--- config.mk ---
export PLATFORM = sky130hd
export DESIGN_NAME = uart_rx_fifo
export DESIGN_NICKNAME = d
export VERILOG_FILES = /design/src/rtl/uart_pkg.sv /design/src/rtl/sync_fifo.sv /design/src/rtl/uart_rx_fifo.sv
export SDC_FILE = /design/constraint.sdc
export NUM_CORES = 1
export LEC_CHECK = 0
export ABC_CLOCK_PERIOD_IN_PS = 3260
export CORE_ASPECT_RATIO = 0.75
export CORE_MARGIN = 1
export CORE_UTILIZATION = 45
export DETAILED_ROUTE_END_ITERATION = 8
export PLACE_DENSITY = 0.68
export SYNTH_ARGS = -nofsm -noshare
export SYNTH_HDL_FRONTEND = slang
export SYNTH_SLANG_ARGS = --single-unit
--- constraint.sdc ---
create_clock -name clk -period 3.26 [get_ports clk]
set_input_delay 0.815 -clock clk [delete_from_list [all_inputs] [get_ports clk]]
set_output_delay 0.815 -clock clk [all_outputs]
set_load 0.01 [all_outputs]
--- src/rtl/uart_pkg.sv ---
// Shared types and defaults for the UART receive path.
package uart_pkg;
  typedef logic [7:0] byte_t;
  localparam int DefaultFifoDepth = 8;
endpackage

--- src/rtl/sync_fifo.sv ---
// Show-ahead synchronous FIFO with extended pointers and synchronous flush.
module sync_fifo #(
  parameter int Width = 8,
  parameter int Depth = 8
) (
  input  logic                     clk,
  input  logic                     nReset,
  input  logic                     flush,
  input  logic                     push,
  input  logic                     pop,
  input  logic [Width-1:0]         wrData,
  output logic [Width-1:0]         rdData,
  output logic                     valid,
  output logic                     full,
  output logic [$clog2(Depth):0]   count
);
  localparam int AW = $clog2(Depth);
  localparam logic [AW:0] PtrOne = 1;

  logic [AW:0]      wrPtr;
  logic [AW:0]      rdPtr;
  logic [Width-1:0] mem [Depth];

  // The extra pointer MSB separates full (MSBs differ) from empty (equal).
  assign valid  = (wrPtr != rdPtr);
  assign full   = (wrPtr[AW] != rdPtr[AW]) && (wrPtr[AW-1:0] == rdPtr[AW-1:0]);
  assign count  = wrPtr - rdPtr;
  assign rdData = valid ? mem[rdPtr[AW-1:0]] : '0;

  always_ff @(posedge clk or negedge nReset) begin
    if (!nReset) begin
      wrPtr <= '0;
      rdPtr <= '0;
    end else if (flush) begin
      wrPtr <= '0;
      rdPtr <= '0;
    end else begin
      if (push) wrPtr <= wrPtr + PtrOne;
      if (pop && valid) rdPtr <= rdPtr + PtrOne;
    end
  end

  always_ff @(posedge clk) begin
    if (push && !flush) mem[wrPtr[AW-1:0]] <= wrData;
  end
endmodule

--- src/rtl/uart_rx_fifo.sv ---
// Receive-side byte buffer: frame capture, FIFO, overrun flag and error counter.
module uart_rx_fifo
  import uart_pkg::*;
#(
  parameter int Depth    = DefaultFifoDepth,
  parameter int ErrWidth = 8
) (
  input  logic                   clk,
  input  logic                   nReset,
  input  logic [7:0]             rxData,
  input  logic                   rxDone,
  input  logic                   rxErr,
  output logic [7:0]             data,
  output logic                   valid,
  input  logic                   ready,
  output logic [$clog2(Depth):0] count,
  output logic                   overrun,
  output logic [ErrWidth-1:0]    errCount,
  input  logic                   clearErr,
  input  logic                   flush
);
  localparam logic [ErrWidth-1:0] ErrOne = 1;

  logic  pending;
  logic  full;
  logic  push;
  logic  pop;
  byte_t headByte;

  function automatic logic [ErrWidth-1:0] satInc(input logic [ErrWidth-1:0] v);
    return (&v) ? v : v + ErrOne;
  endfunction

  // rxData settles the cycle after rxDone, so the write waits one cycle.
  assign pop  = valid && ready;
  assign push = pending && (!full || pop);
  assign data = headByte;

  always_ff @(posedge clk or negedge nReset) begin
    if (!nReset) begin
      pending  <= 1'b0;
      overrun  <= 1'b0;
      errCount <= '0;
    end else begin
      pending <= rxDone;
      if (pending && full && !pop) overrun <= 1'b1;
      else if (clearErr)           overrun <= 1'b0;
      if (rxErr)         errCount <= clearErr ? ErrOne : satInc(errCount);
      else if (clearErr) errCount <= '0;
    end
  end

  sync_fifo #(.Width(8), .Depth(Depth)) uFifo (
    .clk    (clk),
    .nReset (nReset),
    .flush  (flush),
    .push   (push),
    .pop    (pop),
    .wrData (rxData),
    .rdData (headByte),
    .valid  (valid),
    .full   (full),
    .count  (count)
  );
endmodule
# --- Yosys cells after proc, flatten, opt, wreduce, memory -nomap -nowiden ---
# Memories as Yosys holds them, arrays and structs flattened.
# Index checks and enable logic that the tools add are counted.
word_totals:
  regBits: 18
  ram_bits: 64
  output_inout_bits: 22
  mem_count: 1
memory_table:
  columns: ["name", "words", "width", "read_ports", "rd_ports_with_merged_regs", "write_ports", "line", "text"]
  rows:
  - ["uFifo.mem", 8, 8, 1, 0, 1, "sync_fifo.sv:22", "logic [Width-1:0] mem [Depth];"]
op_classes:
  add_sub_neg: 4
  n_eq_ne: 4
  n_mux: 13
  n_reduce_logical: 17
ops:
  columns: ["operator", "count"]
  rows:
  - ["$mux 8", 5]
  - ["$mux 4", 4]
  - ["$add 4x1->4 const B", 2]
  - ["$add 8x1->8 const B", 1]
  - ["$reduce_and 8->1", 1]
  - ["$reduce_bool 2->1", 4]
  - ["$logic_and 1x1->1", 7]
  - ["$mux 1", 4]
  - ["$ne 4x4->1", 1]
  - ["$sub 4x4->4", 1]
  - ["$eq 3x3->1", 1]
  - ["$logic_not 1->1", 3]
  - ["$ne 2x2->1 const B", 1]
  - ["$reduce_and 2->1", 1]
  - ["$logic_or 1x1->1", 1]
  - ["$ne 1x1->1", 1]

# --- Depth between registers and ports, before layout ---
# Gate-level depths: netlist (run 1).
logic_depth:
  depth_word: 8
  mapped_depth: 8
  mapped_depth_nobuf: 6

# --- Hierarchy ---
# Synthesis (run 1) repeated with hierarchy kept, for this count alone.
unflattened:
  hier_cells: 221
  area_unflattened_um2: 3543.4
modules_own_cells:
  columns: ["module", "instances", "cells_per_inst", "area_per_inst_um2", "seq_area_each_um2"]
  rows:
  - ["sync_fifo", 1, 165, 3026.7, 2122.0]
  - ["uart_rx_fifo", 1, 56, 516.7, 250.2]

# --- Worst setup path before layout (run 1) ---
# OpenSTA, ideal clock, no wires.
synth_path:
  path_kind: "register to output"
  from: "reg uFifo.rdPtr[1]"
  to: "out data[6]"
  arrival_ns: 1.922
  t_required_ns: 2.445
  path_slack_ns: 0.523
  stages_incl_launch_ff: 9
  path_buffers: 2
  path_cell_list: "dfrtp_1 buf_2 buf_2 inv_1 ha_1 nand3_2 nor2_1 nor2_4 a22o_1"
synth_between:
  elab_chain_cells: 2
  elab_cells_between_ends: 3
  cone_classes: "eq/ne: 1; mux: 1; memory: 1"
synth_rtl:
  columns: ["element", "line", "text"]
  rows:
  - ["start, declared", "sync_fifo.sv:21", "logic [AW:0] rdPtr;"]
  - ["start signal, assigned", "sync_fifo.sv:39", "if (pop && valid) rdPtr <= rdPtr + PtrOne;"]
  - ["$mem_v2 8x8 or $ne 4x4->1 (tied branches)", null, null]
  - ["$mux 8 (*)", "sync_fifo.sv:28", "assign rdData = valid ? mem[rdPtr[AW-1:0]] : '0;"]
  - ["end, declared", "uart_rx_fifo.sv:13", "output logic [7:0] data,"]
# Mark *: on every way between the ends. The rest lies on a longest branch, timed or not.

# --- Worst setup path after layout (run 1) ---
layout_path:
  from: "reg uFifo.wrPtr[0]"
  to: "out data[3]"
layout_between:
  elab_chain_cells: 2
layout_rtl:
  columns: ["element", "line", "text"]
  rows:
  - ["start, declared", "sync_fifo.sv:20", "logic [AW:0] wrPtr;"]
  - ["start signal, assigned", "sync_fifo.sv:38", "if (push) wrPtr <= wrPtr + PtrOne;"]
  - ["$ne 4x4->1", "sync_fifo.sv:25", "assign valid = (wrPtr != rdPtr);"]
  - ["$mux 8", "sync_fifo.sv:28", null]
# No other way between the ends.

==> results.md, run 1 <==
Outcome:
- The flow ran to the end, and the final reports show no timing, DRC or antenna violations.

GRT:
- The maximum number of pins on one net before global-route repair is 20.
- The initial antenna violation count is 0.
- The first global-routing pass estimated 10.65 mm of wire.
- The aggregate global-route resource usage is 17.70%.
- The sum of overflow across all layers after global routing is 0.
- The number of global-route vias before repair is 2004.

Drt:
- The sum of routed wire length over all layers is 6.672 mm.
- Once detail routing completed, the nets flagged for antenna violations numbered 0.
- In the routed design, unresolved DRC markers number 0.
- Before antenna repair, the detailed router went through 4 iterations.
- Dividing the detail-routed via count by the number of cells gives 5.422.
- The routed via count is 2055.
- The number of DRC violations after detailed-routing iteration 0 is 124.
- The wire length per cell after detailed routing is 17.60 microns.

Timing:
- The number of setup violations in the final report is 0.
- Static timing analysis puts the maximum clock frequency at 0.3151 GHz.
- At the pin with the least slew margin, the transition time is 0.8471 ns.
- In this run the tightest slew margin relative to its limit is 43.35%.
- The final hold violation count was 0.
- In the final timing run, aggregate negative setup slack is 0 ns.
- In the finished design, the share of the clock period the worst path needs comes to 97.34%.
- The total count of max-transition violations in the final report is 0.
- The clock skew after layout is 0.01011 ns.
- Subtracting the final worst setup slack from the clock period gives 3.173 ns.

Synth:
- The Yosys step of the flow raised 0 warnings.
- In this run, distinct cell masters in the synthesized netlist total 43.
- Ranked by total cell area, the synthesized netlist is headed by sky130_fd_sc_hd__edfxtp_1 54%, sky130_fd_sc_hd__dfrtp_1 13%, sky130_fd_sc_hd__mux4_2 9.5%.
- Synthesis produced a netlist whose cell count is 213.
- The library cell with the largest summed area after synthesis is sky130_fd_sc_hd__edfxtp_1.
- The share of the synthesized area in the top cell type is 54.29%.
- The synthesized design contains 82 register bits.
- The sequential element share of the synthesized area is 67.02%.
- Synthesis produced a netlist with a net count of 235.
- The area of the mapped netlist is 3540 sq um.
- The synthesized area per cell is 16.62 sq um.

Final layout:
- At the end of the flow the core is filled with cells to 58.51%.
- The most frequent standard cell in the layout excluding fill and tap cells is sky130_fd_sc_hd__edfxtp_1.
- Relative to the synthesized area, the layout overhead comes to 23.40%.
- The net total in the final layout is 295.
- The post-route netlist has 22.66% of its cells at a drive strength greater than 1.
- The number of diodes added for antenna fixing is 0.
- The number of filler cells placed in the layout is 559.
- Once layout is complete, the cells apart from fillers number 379.
- In the layout the commonest cells are 64 x sky130_fd_sc_hd__edfxtp_1, 30 x sky130_fd_sc_hd__clkdlybuf4s50_1, 20 x sky130_fd_sc_hd__buf_4.

Pwr:
- The analysis attributes to cell leakage a power of 0.001626 uW.
- The overall power is 2488 uW.
- The maximum resistive drop on vdd is 0.3754 mV.
- For this design the ratio of total power to cell area is 569.7 nW/um^2.

Clocking:
- The tree built by TritonCTS fans out to 82 sinks.
- The later pin in the worst-skew pair is clocked with a latency of 0.34 ns.
- The clock buffer count from CTS is 9.
- The H-tree was split into 3 levels.
- The buffer cell driving the clock tree root is sky130_fd_sc_hd__clkbuf_8.
- TritonCTS built the clock tree.
- After clock tree synthesis, the clock-pin slew on the worst setup and hold paths is 0.09 ns.
- In this run the deepest clock path goes through 2 buffers.

Floorplan:
- The starting density of the core is 47.41%.
- In this run the count of I/O pins placed on the die edge is 37.
- The area of the core region is 7466 sq um.
- The overall die area is 8229 sq um.
- The floorplan row count is 27.
- From left edge to right edge, the die measures 104.4 microns.
- The vertical extent of the die is 78.81 microns.

Setup path:
- At the worst endpoint, the required time is 2.44 ns.
- Of all nets on the critical path, the largest fanout is 8.
- The kind of critical path is flip-flop to output pin.
- STA classifies the critical path endpoint as an output pin.
- STA puts the critical path data arrival time at 2.36 ns.
- STA classifies the critical path startpoint as a flip-flop.

Placed design:
- The final weighted congestion of routability-driven global placement is 0.8623.
- The sum of net half-perimeters after detailed placement is 4.308 mm.
- The count of input and output buffers is 36.
- Counting tap cells, the placed design contains a total of 356 instances.

Job:
- The max-cap check violation count is 0.

Worst hold path:
- The path class of the lowest-slack min-delay path is flip-flop to flip-flop.
==> cell type report <==
| type | count | area [sq um] | area share (%) |
|---|---|---|---|
| tap | 101 | 126.4 | 2.893 |
| inverter | 8 | 30.03 | 0.6875 |
| sequential | 82 | 2374 | 54.34 |
| clock buffer | 9 | 123.9 | 2.836 |
| clock inverter | 7 | 76.32 | 1.747 |
| multi-input combinational | 116 | 1112 | 25.47 |
| timing repair buffer | 56 | 525.5 | 12.03 |
==> flip-flops by register name (all words and copies together), names as in the netlist <==
| name | cells |
|---|---|
| errCount | 8 |
| uFifo.wrPtr | 4 |
| uFifo.rdPtr | 4 |
| pending | 1 |
| overrun | 1 |
| uFifo.mem | 64 |
==> metal layers <==
metal | vias up | track usage (%) | wire (microns)
li1 | 965 | - | -
met1 | 1025 | 25.67 | 3284
met2 | 57 | 26.16 | 3056
met3 | 8 | 4.433 | 266
met4 | 0 | 6.000 | 64
met5 | - | 0 | 0
==> power by group <==
part	internal (uW)	switching [uW]	total (uW)	leakage [uW]
clock network	362	374	736	0.000104
registers	1150	17.1	1170	0.000820
logic	318	266	583	0.000702
==> cell usage after synthesis (all sizes together) <==
master,count
o31ai,2
a22o,9
xnor2,4
and2,1
nor2,19
or3b,1
nand2,3
and4,2
clkbuf,3
mux4,16
a31oi,1
dfrtp,18
o2111a,1
fa,1
a21o,1
nand4,3
and4b,1
o211ai,2
a41o,1
buf,4
inv,8
o21ai,6
ha,6
a41oi,1
nor2b,1
and3,1
a21oi,8
mux2i,3
nand3,8
or3,3
edfxtp,64
a211oi,1
xor2,4
nor3,6
==> kinds of logic (layout without fill, tap and decap cells) <==
family / count (synthesis) / after routing / share of synthesized area, %
xor gates and xnor gates: 8 / 8 / 2.192
AOI/OAI and AO/OA: 33 / 33 / 6.646
adders and majority gates: 7 / 7 / 2.686
and+or+nand+nor: 49 / 49 / 7.989
DFF: 82 / 82 / 67.02
muxes: 19 / 19 / 11.13
buffers and inverters: 15 / 80 / 2.333
==> metrics by stage <==
step	instance area [sq um]	hold slack (ns)	setup WS (ns)
2_1_floorplan	3540	0.5194	0.5228
3_3_place_gp	4071	0.5042	0.2390
3_5_place_dp	4071	0.5046	0.2026
4_1_cts	4295	0.5305	0.003914
5_1_grt	4368	0.5537	-0.01436
6_report	4368	0.5265	0.08672
==> worst max-delay path, cell delays in order (launching register included) <==
cell and delay, ns:
sky130_fd_sc_hd__dfrtp_2 0.44, sky130_fd_sc_hd__inv_1 0.11, sky130_fd_sc_hd__ha_1 0.28, sky130_fd_sc_hd__nand3_4 0.14
sky130_fd_sc_hd__nor2_4 0.06, sky130_fd_sc_hd__nor2_4 0.29, sky130_fd_sc_hd__a22o_1 0.17, sky130_fd_sc_hd__clkdlybuf4s50_1 0.53
==> repair_timing <==
action                                  in CTS  in global routing
buffers inserted                             1                  6
gates resized for setup                      4                  8
hold buffers                                 0                  0
pin swaps                                    2                  7
cloned                                       0                  0
endpoints found under the setup margin       8                  8
==> worst paths after layout <==
| check | to | slack (ns) | cells past startpoint | from |
|---|---|---|---|---|
| setup / recovery | data[3] | 0.09 | 7 | uFifo.wrPtr[0]$_DFFE_PN0P_ |
| hold / removal | overrun$_DFFE_PN0P_ | 0.53 | 1 | overrun$_DFFE_PN0P_ |
| setup reg to reg | uFifo.mem[6][7]$_DFFE_PP_ | 1.06 | 8 | uFifo.wrPtr[0]$_DFFE_PN0P_ |
| hold reg to reg | overrun$_DFFE_PN0P_ | 0.53 | 1 | overrun$_DFFE_PN0P_ |
| max in group asynchronous | uFifo.wrPtr[0]$_DFFE_PN0P_ | 1.74 | 1 | nReset |
| min in group asynchronous | pending$_DFF_PN0_ | 0.95 | 1 | nReset |
(Power assumes the default switching activity.)
==> inputs of run 2 (changes only) <==
- SKIP_CTS_REPAIR_TIMING: unset -> 1
==> run 2 against run 1 <==
First-iteration DRC count rose by 12%. Critical path depth stayed put. Via count is 1.6% lower. Sequential power is essentially flat. Sequential share of layout area increased by 0.062 points. Power decreased by 0.43%. Flip-flop and latch count stayed put. Final cell count did not move. Die area unchanged. Clock power hardly changed. Register-to-register slack is essentially flat. Final area shrank 0.11%. Largest cell class unchanged. Highest routed layer unchanged.
==> results.md, run 2 (synthesis results as in run 1) <==
Final layout:
- From synthesis to final layout, the design area changed by 23.26%.
- The number of flip-flops in the largest register is 64 (unchanged).
- The net total in the final layout is 295 (unchanged).
- The most frequent standard cell in the layout excluding fill and tap cells is sky130_fd_sc_hd__edfxtp_1.
- The number of diodes added for antenna fixing is 0 (unchanged).
- The number of filler cells placed in the layout is 562 (+0.54%).
- The library cells used most frequently in the layout, excluding fill and tap cells, are 64 x sky130_fd_sc_hd__edfxtp_1, 32 x sky130_fd_sc_hd__clkdlybuf4s50_1, 20 x sky130_fd_sc_hd__buf_4.
- The fraction of final layout cells sized beyond drive strength 1 came to 22.66% (unchanged).

Clocking:
- The TritonCTS sink count is 82 (unchanged).
- The total number of H-tree levels came to 3 (unchanged).
- The clock-pin slew on the worst setup and hold paths came to 0.09 ns (about the same).
- The clock tree from TritonCTS is yes.
- The number of buffers on the longest clock path is 2 (unchanged).
- The clock latency at the later pin of the worst-skew pair is 0.34 ns (about the same).
- The clock buffer count from CTS is 9 (unchanged).
- The buffer cell driving the clock tree root is sky130_fd_sc_hd__clkbuf_8.

Drt:
- The sum of routed wire length over all layers is 6.631 mm (-0.61%).
- The number of nets still failing antenna checks after routing is 0 (unchanged).
- The number of DRC violations after detailed-routing iteration 0 is 139 (+12%).
- The number of detailed-route iterations in the first pass is 4 (unchanged).
- The mean number of vias per cell is 5.338 (-1.6%).
- The routed via count came to 2023 (-1.6%).
- The wire length per cell after detailed routing came to 17.50 microns (-0.61%).
- The post-detailed-route DRC marker count is 0 (unchanged).

Worst hold path:
- The path class of the lowest-slack min-delay path is flip-flop to flip-flop.
- The count of cells along the worst hold path is 1 (unchanged).
- The startpoint identified for the worst hold timing path is overrun$_DFFE_PN0P_.
- The worst hold path terminates at overrun$_DFFE_PN0P_.

GRT:
- The sum of overflow across all layers after global routing is 0 (unchanged).
- The initial antenna violation count is 0 (unchanged).
- The maximum number of pins on one net before global-route repair is 20 (unchanged).
- The global-route wire length before repair was 10.63 mm (-0.20%).
- The aggregate global-route resource usage is 17.70% (unchanged).
- The number of global-route vias before repair was 1998 (-0.30%).

Setup path:
- The cell family contributing the most delay on the critical path is buffers and inverters.
- The maximum fanout count along the critical path came to 8 (unchanged).
- Tracing the worst setup path back leads to its startpoint at uFifo.wrPtr[0]$_DFFE_PN0P_.
- The critical path endpoint category is an output pin.
- The worst path arrival time was 2.34 ns (-0.02 ns).
- By startpoint and endpoint, the worst setup path is classified as flip-flop to output pin.
- The worst reg2reg path depth was 8 (unchanged).
- The setup slack of the worst register-to-register path came to 1.06 ns (about the same).
- The critical path required time is 2.44 ns (about the same).
- The endpoint of the worst register-to-register path is uFifo.mem[6][7]$_DFFE_PP_.
- The critical path goes through inv_1 > ha_1 > nand3_4 > nor2_4 > nor2_4 > a22o_1 > clkdlybuf4s50_1.
- The most repeated library cell on the critical path is sky130_fd_sc_hd__nor2_4.
- The buffering stage count on the worst path with inverters included is 2 (unchanged).
- The delay of the slowest cell on the worst path is 0.52 ns (about the same).
- The kind of launch point of the worst setup path is a flip-flop.
- The largest individual stage delay along the critical path comes from the cell sky130_fd_sc_hd__clkdlybuf4s50_1.
- The startpoint identified for the worst register-to-register timing path is uFifo.wrPtr[0]$_DFFE_PN0P_.

Floorplan:
- The area of the core region is 7466 sq um (unchanged).
- The vertical extent of the die is 78.81 microns (unchanged).
- The overall die area is 8229 sq um (unchanged).
- The starting density of the core came to 47.41% (unchanged).
- The I/O pin total came to 37 (unchanged).
- The floorplan row count is 27 (unchanged).
- The horizontal extent of the die was 104.4 microns (unchanged).

Timing:
- The total count of max-transition violations in the final report was 0 (unchanged).
- The post-route clock period utilization is 96.82% (-0.52 points).
- The least setup slack across all paths after layout came to 0.1038 ns (+0.01707 ns).
- The final hold violation count is 0 (unchanged).
- The number of setup violations in the final report is 0 (unchanged).
- The normalized max-slew margin was 43.46% (+0.11 points).
- The shortest clock period the worst path allows after layout was 3.156 ns (-0.01707 ns).
- The transition time at the pin with the least slew margin is 0.8454 ns (-0.001680 ns).
- The achievable frequency was 0.3168 GHz (+0.54%).
- Setup repair after global routing could not meet its margin everywhere.
- The clock skew after layout is 0.009004 ns (-0.001106 ns).

Pwr:
- The maximum resistive drop on vdd came to 0.3757 mV (about the same).
- The power density over cell area is 567.9 nW/um^2 (-0.31%).
- The overall power is 2478 uW (-0.43%).
- The static power due to leakage is 0.001598 uW (-1.7%).

Placed design:
- The worst slack at placement is 0.2026 ns (unchanged).
- The sum of net half-perimeters after detailed placement is 4.308 mm (unchanged).
- The count of input and output buffers came to 36 (unchanged).
- The final weighted congestion of routability-driven global placement is 0.8623 (unchanged).

Outcome:
- The flow ran to the end, and the final reports show no timing, DRC or antenna violations.

Job:
- The max-cap check violation count is 0 (unchanged).
==> run 2: how the worst max path moves through the flow <==
stage	to	slack (ns)	depth (start not counted)
2_1_floorplan	data[6]	0.52	8
3_3_place_gp	data[6]	0.24	7
3_5_place_dp	data[6]	0.20	7
4_1_cts	data[6]	-0.18	7
5_1_grt	data[6]	-0.02	7
6_report	data[6]	0.10	7
==> run 2: routing by layer <==
layer / global-route usage (%) / part of all wire (%) / up-vias
met5: 0 / 0 / -
met4: 6.000 / 0.95 / 0
met3: 4.433 / 3.5 / 6
met2: 26.03 / 46 / 38
met1: 25.78 / 50 / 1014
li1: - / - / 965
==> run 2: through the flow <==
step                      instances  TNS (ns)  hold slack [ns]  util [%]  cell area, sq um
after global placement          356         0           0.5042     54.53              4071
after CTS                       372    -1.363           0.5305     57.21              4272
after global routing            379  -0.02269           0.5537     58.44              4363
final                           379         0           0.5261     58.44              4363
after floorplan                 213         0           0.5194         -              3540
after detailed placement        356         0           0.5046     54.53              4071
==> run 2: power breakdown <==
group | switching (uW) | internal (uW)
clock network | 372 | 362
registers | 16.8 | 1150
logic | 264 | 312
total | 653 | 1830
==> run 2: cell type report <==
| type | instances | area (sq um) | area share (%) |
|---|---|---|---|
| clock buffers | 9 | 123.9 | 2.839 |
| clock inverters | 7 | 76.32 | 1.749 |
| inverters | 8 | 30.03 | 0.6883 |
| multi-input cells | 116 | 1112 | 25.49 |
| flip-flops and latches | 82 | 2374 | 54.40 |
| well taps | 101 | 126.4 | 2.896 |
| repair buffers | 56 | 520.5 | 11.93 |
==> inputs of run 3 (changes only) <==
- CORE_ASPECT_RATIO: 0.75 -> 1.5
==> run 3 against run 2 <==
Core utilization decreased by 0.17 points. Combinational power down 2%. Highest routed layer unchanged. Sequential share of layout area down 0.89 points. Non-clock buffer count fell by 3. Wire length is the same. Clock power rose by 30%. Global-route usage down 0.092 points. Register-to-register slack hardly changed. Setup slack worse by 0.014 ns. Fmax shrank 0.43%.
==> results.md, run 3 (synthesis results as in run 1) <==
Final layout:
- The library cells used most frequently in the layout, excluding fill and tap cells, are 64 x sky130_fd_sc_hd__edfxtp_1, 34 x sky130_fd_sc_hd__clkdlybuf4s50_1, 17 x sky130_fd_sc_hd__dfrtp_1.
- Leaving out fill and tap cells, the most frequent cell in the layout is sky130_fd_sc_hd__edfxtp_1.
- The final core area utilization is 58.27% (-0.17 points).
- The net total in the final layout is 292 (-1.0%).
- The post-route cell area is 4436 sq um (+1.7%).
- The layout-stage area growth over the synthesis result is 25.31%.
- The number of diodes added for antenna fixing was 0 (unchanged).
- The fraction of final layout cells sized beyond drive strength 1 is 21.45% (-1.2 points).
- The final cell count without fillers is 377 (-0.53%).
- The number of filler cells placed in the layout was 621 (+10%).
- The number of flip-flops in the largest register was 64 (unchanged).

Worst hold path:
- The path with the worst hold slack has its endpoint at overrun$_DFFE_PN0P_.
- The startpoint of the tightest hold check path is overrun$_DFFE_PN0P_.
- The count of cells along the worst hold path is 1 (unchanged).
- The path class of the lowest-slack min-delay path is flip-flop to flip-flop.

GRT:
- The sum of overflow across all layers after global routing is 0 (unchanged).
- The maximum number of pins on one net before global-route repair is 20 (unchanged).
- The aggregate global-route resource usage is 17.60% (-0.092 points).
- The initial antenna violation count is 0 (unchanged).
- The global-route wire length before repair came to 10.37 mm (-2.5%).
- The number of global-route vias before repair was 2064 (+3.3%).

Drt:
- The number of nets still failing antenna checks after routing is 0 (unchanged).
- The routed via count came to 2071 (+2.4%).
- The number of DRC violations after detailed-routing iteration 0 is 161 (+16%).
- The wire length per cell after detailed routing is 17.59 microns (+0.53%).
- The mean number of vias per cell is 5.493 (+2.9%).
- The post-detailed-route DRC marker count is 0 (unchanged).
- The number of detailed-route iterations in the first pass is 4 (unchanged).
- The sum of routed wire length over all layers came to 6.631 mm (unchanged).

Setup path:
- The worst reg2reg path depth is 7 (-1).
- The startpoint of the most critical register-to-register path is uFifo.rdPtr[0]$_DFFE_PN0P_.
- The worst path arrival time is 2.35 ns (about the same).
- The endpoint of the worst register-to-register path is uFifo.mem[5][2]$_DFFE_PP_.
- STA classifies the critical path startpoint as a flip-flop.
- The critical path endpoint category is an output pin.
- The setup slack of the worst register-to-register path is 1.06 ns (about the same).
- The maximum fanout count along the critical path is 8 (unchanged).
- The critical path required time came to 2.44 ns (about the same).
- The worst setup path is of the flip-flop to output pin kind.

Timing:
- The normalized max-slew margin came to 46.83% (+3.4 points).
- The final hold violation count is 0 (unchanged).
- The transition time at the pin with the least slew margin is 0.7950 ns (-0.05045 ns).
- The achievable frequency is 0.3155 GHz (-0.43%).
- The shortest clock period the worst path allows after layout was 3.170 ns (+0.01365 ns).
- The post-route clock period utilization is 97.23% (+0.42 points).
- The clock skew after layout was 0.006363 ns (-0.002641 ns).
- The total count of max-transition violations in the final report is 0 (unchanged).
- Setup repair after global routing left no endpoint under its margin.
- The sum of negative setup slack came to 0 ns (unchanged).
- The number of setup violations in the final report was 0 (unchanged).

Floorplan:
- The overall die area is 8232 sq um (about the same).
- The starting density of the core is 46.50% (-0.91 points).
- The horizontal extent of the die was 74.42 microns (-29%).
- The I/O pin total is 37 (unchanged).
- The vertical extent of the die was 110.6 microns (+40%).
- The area of the core region is 7612 sq um (+2.0%).
- The floorplan row count is 39 (+44%).

Pwr:
- The power density over cell area was 607.1 nW/um^2 (+6.9%).
- The static power due to leakage came to 0.001597 uW (about the same).
- The maximum resistive drop on vdd was 0.2683 mV (-29%).
- The overall power is 2693 uW (+8.7%).

Clocking:
- The clock latency at the later pin of the worst-skew pair is 0.33 ns (about the same).
- The clock buffer count from CTS is 9 (unchanged).
- The clock tree from TritonCTS is yes.
- The number of buffers on the longest clock path is 2 (unchanged).
- The total number of H-tree levels was 3 (unchanged).
- The clock-pin slew on the worst setup and hold paths was 0.06 ns (-0.03 ns).
- The TritonCTS sink count is 82 (unchanged).
- CTS placed an instance of sky130_fd_sc_hd__clkbuf_16 at the clock tree root.

Placed design:
- The post-place instance area was 4085 sq um (+0.34%).
- The count of input and output buffers came to 36 (unchanged).
- The final weighted congestion of routability-driven global placement is 0.8888 (+3.1%).
- The post-placement cell count is 357 (+0.28%).
- The sum of net half-perimeters after detailed placement is 4.374 mm (+1.6%).

Outcome:
- The flow ran to the end, and the final reports show no timing, DRC or antenna violations.

Job:
- The max-cap check violation count is 0 (unchanged).
run 3: worst max-delay path by stage:
stage	endpoint	startpoint	cells after the start	slack [ns]
after floorplan	data[6]	uFifo.rdPtr[1]$_DFFE_PN0P_	8	0.52
after global placement	data[1]	uFifo.rdPtr[2]$_DFFE_PN0P_	7	0.25
after detailed placement	data[6]	uFifo.wrPtr[0]$_DFFE_PN0P_	7	0.19
after CTS	data[6]	uFifo.wrPtr[0]$_DFFE_PN0P_	7	-0.18
after global routing	data[1]	uFifo.wrPtr[0]$_DFFE_PN0P_	7	0.009
final	data[1]	uFifo.rdPtr[0]$_DFFE_PN0P_	6	0.09
run 3: layout make-up:
cell class	count	area, sq um	area share, %
tap	102	127.6	2.877
clock inverter	6	57.56	1.298
timing repair buffer	53	505.5	11.40
inverter	8	30.03	0.6770
clock buffer	10	229.0	5.162
sequential	82	2374	53.51
multi-input combinational	116	1112	25.08
run 3: through the flow:
stage / setup slack (ns) / hold slack (ns)
2_1_floorplan: 0.5228 / 0.5194
3_3_place_gp: 0.2539 / 0.5130
3_5_place_dp: 0.1935 / 0.5038
4_1_cts: -0.1781 / 0.5368
5_1_grt: 0.008741 / 0.5605
6_report: 0.09014 / 0.5301
run 3: where the power goes:
group | internal (uW) | switching [uW]
Sequential | 1150 | 21.5
Combinational | 310 | 252
Clock | 587 | 369
run 3: routing by layer:
layer | up-vias | part of all wire (%) | GRT usage [%]
li1 | 960 | - | -
met1 | 1040 | 40 | 21.50
met3 | 11 | 4.7 | 4.380
met4 | 0 | 2.3 | 9.308
met5 | - | 0 | 0
met2 | 60 | 53 | 28.11
run 3: worst max-delay path, stage by stage (launching register included):
cell and delay (ns):
sky130_fd_sc_hd__dfrtp_1 0.46, sky130_fd_sc_hd__ha_1 0.38, sky130_fd_sc_hd__nand3_4 0.13, sky130_fd_sc_hd__nor2_4 0.06
sky130_fd_sc_hd__nor2_4 0.26, sky130_fd_sc_hd__a22o_1 0.20, sky130_fd_sc_hd__clkdlybuf4s50_1 0.53
